--- src/rtl/stream_ctrl_pkg.sv ---
// rtl/stream_ctrl_pkg.sv - shared state encoding, LED mapping and width helper for stream_src_ctrl
package stream_ctrl_pkg;

    typedef enum logic [1:0] {
        S_IDLE  = 2'd0,
        S_RUN   = 2'd1,
        S_PAUSE = 2'd2,
        S_DRAIN = 2'd3
    } state_t;

    // One-hot LED pattern shown for each controller state
    function automatic logic [3:0] state_led_of(input state_t s);
        logic [3:0] led;
        case (s)
            S_IDLE:  led = 4'b0001;
            S_RUN:   led = 4'b0010;
            S_PAUSE: led = 4'b0100;
            default: led = 4'b1000;
        endcase
        return led;
    endfunction

    // Index width for a channel count; at least one bit so ports never collapse
    function automatic int ch_w(input int n);
        return (n < 2) ? 1 : $clog2(n);
    endfunction

endpackage

--- src/rtl/stream_src_ctrl_prio_sel.sv ---
// rtl/stream_src_ctrl_prio_sel.sv - lowest-index priority encoder used for start arbitration
module prio_sel
    import stream_ctrl_pkg::*;
#(
    parameter  int N = 4,
    localparam int W = ch_w(N)
) (
    input  logic [N-1:0] req,
    output logic [W-1:0] idx,
    output logic         any
);

    // Scan from the top down so the lowest set request is the last one to win
    always_comb begin
        idx = '0;
        any = |req;
        for (int i = N - 1; i >= 0; i--) begin
            if (req[i]) begin
                idx = W'(i);
            end
        end
    end

endmodule

--- src/rtl/stream_src_ctrl.sv ---
// rtl/stream_src_ctrl.sv - NUM_CH producer to FIFO write-port controller; optional AUTO_STOP_EN auto-stop at MAX_SAMPLES
module stream_src_ctrl
    import stream_ctrl_pkg::*;
#(
    parameter  int NUM_CH      = 4,
    parameter  int DATA_W      = 16,
    parameter  int CNT_W       = 16,
    parameter  int MAX_SAMPLES = 1000,
    localparam int CH_W        = ch_w(NUM_CH)
) (
    input  logic                     clk,
    input  logic                     rst,
    input  logic [NUM_CH-1:0]        start,
    input  logic                     stop,
    input  logic [NUM_CH-1:0]        src_valid,
    input  logic [NUM_CH*DATA_W-1:0] src_data,
    input  logic                     buf_full,
    input  logic                     buf_empty,
    input  logic                     sink_busy,
    output logic [NUM_CH-1:0]        src_en,
    output logic                     wr_en,
    output logic [DATA_W-1:0]        wr_data,
    output logic [CH_W-1:0]          active_ch,
    output logic [3:0]               state_led,
    output logic [CNT_W-1:0]         sample_cnt
);

`ifdef AUTO_STOP_EN
    localparam bit AUTO_STOP = 1'b1;
`else
    localparam bit AUTO_STOP = 1'b0;
`endif
    localparam logic [CNT_W-1:0] MAX_CNT = CNT_W'(MAX_SAMPLES);

    state_t              state;
    state_t              state_nx;
    logic [CH_W-1:0]     ch_nx;
    logic [NUM_CH-1:0]   start_q;
    logic                stop_q;
    logic [NUM_CH-1:0]   start_edge;
    logic                stop_edge;
    logic [CH_W-1:0]     sel_idx;
    logic                sel_any;
    logic                accept;
    logic                auto_hit;
    logic [CNT_W-1:0]    cnt_inc;

    // History registers start at zero, so a level held through reset reads as an edge
    always_comb begin
        start_edge = start & ~start_q;
        stop_edge  = stop & ~stop_q;
    end

    prio_sel #(.N(NUM_CH)) u_prio_sel (
        .req (start_edge),
        .idx (sel_idx),
        .any (sel_any)
    );

    // Sample acceptance and saturating count; the full flag is checked in the accepting cycle
    always_comb begin
        accept   = (state == S_RUN) && src_valid[active_ch] && !buf_full;
        cnt_inc  = (sample_cnt == '1) ? sample_cnt : sample_cnt + 1'b1;
        auto_hit = AUTO_STOP && accept && (cnt_inc == MAX_CNT);
    end

    // Next-state and next-channel selection; stop beats full/not-full transitions
    always_comb begin
        state_nx = state;
        ch_nx    = active_ch;
        case (state)
            S_IDLE: begin
                if (sel_any) begin
                    state_nx = S_RUN;
                    ch_nx    = sel_idx;
                end
            end
            S_RUN: begin
                if (stop_edge || auto_hit) begin
                    state_nx = S_DRAIN;
                end else if (buf_full) begin
                    state_nx = S_PAUSE;
                end
            end
            S_PAUSE: begin
                if (stop_edge) begin
                    state_nx = S_DRAIN;
                end else if (!buf_full) begin
                    state_nx = S_RUN;
                end
            end
            default: begin
                if (buf_empty && !sink_busy) begin
                    state_nx = S_IDLE;
                end
            end
        endcase
    end

    // State register plus registered outputs that follow the next state on the same edge
    always_ff @(posedge clk) begin
        if (rst) begin
            state      <= S_IDLE;
            start_q    <= '0;
            stop_q     <= 1'b0;
            active_ch  <= '0;
            src_en     <= '0;
            state_led  <= 4'b0001;
            wr_en      <= 1'b0;
            wr_data    <= '0;
            sample_cnt <= '0;
        end else begin
            state     <= state_nx;
            start_q   <= start;
            stop_q    <= stop;
            active_ch <= ch_nx;
            state_led <= state_led_of(state_nx);
            src_en    <= (state_nx == S_RUN) ? ({{(NUM_CH-1){1'b0}}, 1'b1} << ch_nx) : '0;
            wr_en     <= accept;
            if (accept) begin
                wr_data <= src_data[active_ch*DATA_W +: DATA_W];
            end
            if (state == S_IDLE && sel_any) begin
                sample_cnt <= '0;
            end else if (accept) begin
                sample_cnt <= cnt_inc;
            end
        end
    end

endmodule

--- config.mk ---
export PLATFORM = sky130hd
export DESIGN_NAME = stream_src_ctrl
export DESIGN_NICKNAME = d
export VERILOG_FILES = /design/src/rtl/stream_ctrl_pkg.sv /design/src/rtl/stream_src_ctrl_prio_sel.sv /design/src/rtl/stream_src_ctrl.sv
export SDC_FILE = /design/constraint.sdc
export NUM_CORES = 1
export LEC_CHECK = 0
export CORE_UTILIZATION = 41
export CTS_CLUSTER_DIAMETER = 200
export CTS_CLUSTER_SIZE = 40
export DETAILED_ROUTE_END_ITERATION = 12
export MAX_ROUTING_LAYER = met4
export PLACE_DENSITY = 0.82
export SKIP_LAST_GASP = 1
export SLEW_MARGIN = 5
export SYNTH_ARGS = -nofsm -noshare
export SYNTH_HDL_FRONTEND = slang
export SYNTH_SLANG_ARGS = --single-unit
--- constraint.sdc ---
create_clock -name clk -period 2.7 [get_ports clk]
set_input_delay 0.54 -clock clk [delete_from_list [all_inputs] [get_ports clk]]
set_output_delay 0.54 -clock clk [all_outputs]
set_load 0.02 [all_outputs]
==> flow_metrics.py <==
metrics = {
    "clock_tree": {
        "cts_sinks": 50,
        "buffer_count_from_post_cts_setup_fixing": 0,
        "cts_resized": 0,
        "clk-insertion-delay-late_ns": 0.31,
        "ctsHtreeMaxLevel": 2,
        "clockRootBuffer": "clkbuf_8",
        "cts.reportedPaths.clkPinSlew_ns": 0.09,
        "clk_path_buf_depth": 2,
        "cts_tree": "yes",
        "cts_buffers": 5,
        "hold_buffers": 0,
    },
    "synthesis": {
        "synth_top_family_by_area": "simple AND/OR/NAND/NOR gates",
        "synthArstFlopShare_pct": 0,
        "yosys.area_share.simple_pct": 22.2,
        "synthesis.area_um2": 2520,
        "synth_adder_area_share_pct": 0.496,
        "avgSynthCellArea_um2": 9.82,
        "netlist.area_leader.share_pct": 39.7,
        "synth.mux.area_fraction_pct": 17.4,
        "ys_top_cells_by_area": "dfxtp_1 (40%), mux4_2 (12%), nand2_1 (5.5%)",
        "yosysUniqueCellTypes": 47,
        "syn_inst": 257,
        "synthesis.nets": 336,
        "synth_compound_area_share_pct": 14.7,
        "ys.warnings.count": 0,
        "synth_edf_count": 0,
        "ys.flop_type": "dfxtp_1",
        "yosys.area.top_type": "dfxtp_1",
        "ys_seq_elements": 50,
        "sequential_element_share_of_the_synthesized_area_pct": 39.7,
        "synth_xor_area_share_pct": 0.347,
    },
    "timing": {
        "shortest_period_the_worst_path_allows_ns": 2.12,
        "slew_headroom_pct": 57.7,
        "hold_viol": 0,
        "max_freq_ghz": 0.472,
        "timing.final.max_slew_violations": 0,
        "fin_skew_ns": 0.00473,
        "grt_setup_unrepaired": "no",
        "min_period_over_period_pct": 78.4,
        "worst-slew-pin-transition_ns": 0.634,
        "setup_viol_count_final": 0,
        "finalSetupTns_ns": 0,
        "hold_ws_ns": 0.459,
    },
    "cells_and_area": {
        "instances_no_fill": 449,
        "drive_gt1_share_pct": 9.89,
        "final_net_count": 452,
        "syn2layout_area_growth_pct": 52.9,
        "num_antenna_cells": 0,
    },
    "global_routing": {
        "grt_first_pass_wirelength_um": 10500,
        "grt_start_max_net_pins": 23,
        "gr-total-overflow": 0,
        "first_global_vias": 2147,
        "global_route.usage.total_pct": 21.9,
        "antenna_found_initial": 0,
    },
    "route": {
        "vias_per_inst": 5.39,
        "initialDrtViolationCount": 141,
        "totalWireLength_um": 7090,
        "antenna_violating_nets_post_route": 0,
        "route.vias.total": 2421,
        "wl_per_cell_um": 15.8,
        "post-route-drc-count": 0,
        "first_pass_iters": 4,
    },
    "worst_setup_path": {
        "cpMaxStageDelayCell": "a2111oi_0",
        "path_delay_family": "compound AO/OA/AOI/OAI gates",
        "crit_chain": "ha_1 > and2_1 > and4_1 > a2111oi_0 > mux2_2",
        "worstSetupEndpointType": "register",
        "worstRegToRegCells": 5,
        "setup.worst_path.class": "register to register",
        "regToRegSetupSlack_ns": 0.58,
        "cp.required_ns": 2.90,
        "worst-path-max-fanout": 7,
        "capturing_instance_or_port_of_the_critical_path": "sample_cnt[10]",
        "path_depth": 5,
        "timing.critical_path.from": "sample_cnt[0]",
        "worstReg2RegEnd": "sample_cnt[10]",
        "startpoint_type": "register",
        "worstPathBufferInverterCount": 0,
        "worst-endpoint-arrival_ns": 2.32,
        "worstReg2RegStart": "sample_cnt[0]",
        "delay_of_the_slowest_critical_path_stage_ns": 0.51,
    },
    "pwr": {
        "switching_share_pct": 30.0,
        "switching_power_uw": 571,
        "pwr-share-seq_pct": 43.6,
        "share_clk_of_total_power_pct": 23.9,
        "static-leakage-power_uw": 0.00133,
        "power.ir.vdd_worst_mv": 0.428,
        "power_density_nw_per_um2": 493,
        "part_of_the_power_in_combinational_logic_pct": 32.5,
        "internal_uw": 1330,
    },
    "placement": {
        "place.port_buffers": 120,
        "placed_cells_incl_taps": 441,
        "gp_congestion": 0.782,
        "dp_hpwl_um": 5550,
    },
    "hold_path": {
        "timing.hold.worst.start": "wr_data[15]",
        "hold_class": "register to register",
    },
    "floorplan": {
        "die_area_um2": 6470,
        "chipWidth_um": 80.5,
        "die_y_um": 80.5,
        "pin_count": 121,
        "start_util_pct": 42.6,
        "core_area_um2": 5920,
        "rows": 28,
    },
    "run_status": {
        "status": "finished clean",
    },
    "flow_run": {
        "maxCapViolCount": 0,
    },
}
-- registers in the layout (all words and copies together), names as in the netlist --
register    flops
active_ch       2
stop_q          1
state           2
state_led       4
src_en          4
wr_data        16
sample_cnt     16
start_q         4
wr_en           1
-- power by group through the flow --
stage               Clock (uW)  Sequential (uW)  Combinational (uW)
global placement             0              844                 604
detailed placement           0              846                 617
floorplan                    0              893                 294
finish                     455              829                 618
CTS                        464              829                 620
global route               491              836                 659
-- worst min-delay path by stage --
stage                       end  slack [ns]  depth (start not counted)
floorplan            wr_data[0]        0.53                          2
global placement    wr_data[14]        0.44                          2
detailed placement   wr_data[2]        0.45                          2
CTS                 wr_data[15]        0.46                          2
global route        wr_data[15]        0.48                          2
finish              wr_data[15]        0.46                          2
-- cell type report --
class | count | area (um2)
fillers | 491 | 2060
well taps | 75 | 93.8
multi-input cells | 182 | 1390
clock buffers | 6 | 82.6
flip-flops and latches | 50 | 1000
repair buffers | 127 | 1250
inverters | 7 | 26.3
clock inverters | 2 | 12.5
-- per-layer routing --
layer	global-route usage, %	part of all wire, %	vias up
li1	-	-	1199
met3	3.30	4.6	12
met2	35.4	51	72
met5	-	0	-
met4	9.29	2.4	0
met1	27.1	42	1138
-- cells in the mapped netlist, types with 2 or more instances --
cell and count:
nand3_1 5, o31ai_1 6, a41oi_1 2, a21oi_1 27, a311oi_1 2, nor2_1 6, buf_6 4, mux4_2 14
nand2b_1 4, inv_1 7, buf_2 7, or4_1 6, mux4_1 3, dfxtp_1 50, nand2_1 37, nor2b_1 8
nor3_1 6, and4_1 7, o21ba_2 2, a2111oi_0 2, and2_1 4, clkbuf_1 7, nor3b_1 4, nand4_1 3
o21a_1 2, mux2_2 3, o21ai_0 4, and3_1 6
-- worst min-delay path: cells and delay by family (launching register included) --
kind            cells  cell delay, ns
simple gates        1            0.05
flops               1            0.32
compound gates      1            0.05
-- per-stage QoR --
stage	total power, uW	setup slack, ns	cell area [um2]	utilization (%)
5_1_grt	1990	0.437	3860	65.2
2_1_floorplan	1190	0.665	2520	-
6_report	1900	0.582	3860	65.2
3_5_place_dp	1460	0.278	3760	63.6
4_1_cts	1910	0.570	3860	65.2
3_3_place_gp	1450	0.305	3760	63.6
-- layout by cell type, fill, tap and decap left out, drive strengths merged, types with 7 or more instances in the layout --
cell	instances
nand2	38
and4	7
dfxtp	50
clkdlybuf4s50	120
nor2b	8
a21oi	27
mux4	17
inv	7
buf	7
-- cell families (layout without fill, tap and decap cells) --
logic type | Yosys count | after routing
multiplexers | 21 | 21
adder cells (fa/ha/maj) | 1 | 1
XOR/XNOR | 1 | 1
buffers and inverters | 25 | 142
AND/OR/NAND/NOR | 103 | 103
flip-flops | 50 | 50
AO/OA/AOI/OAI | 56 | 56
Power figures use the tool's default switching activity.
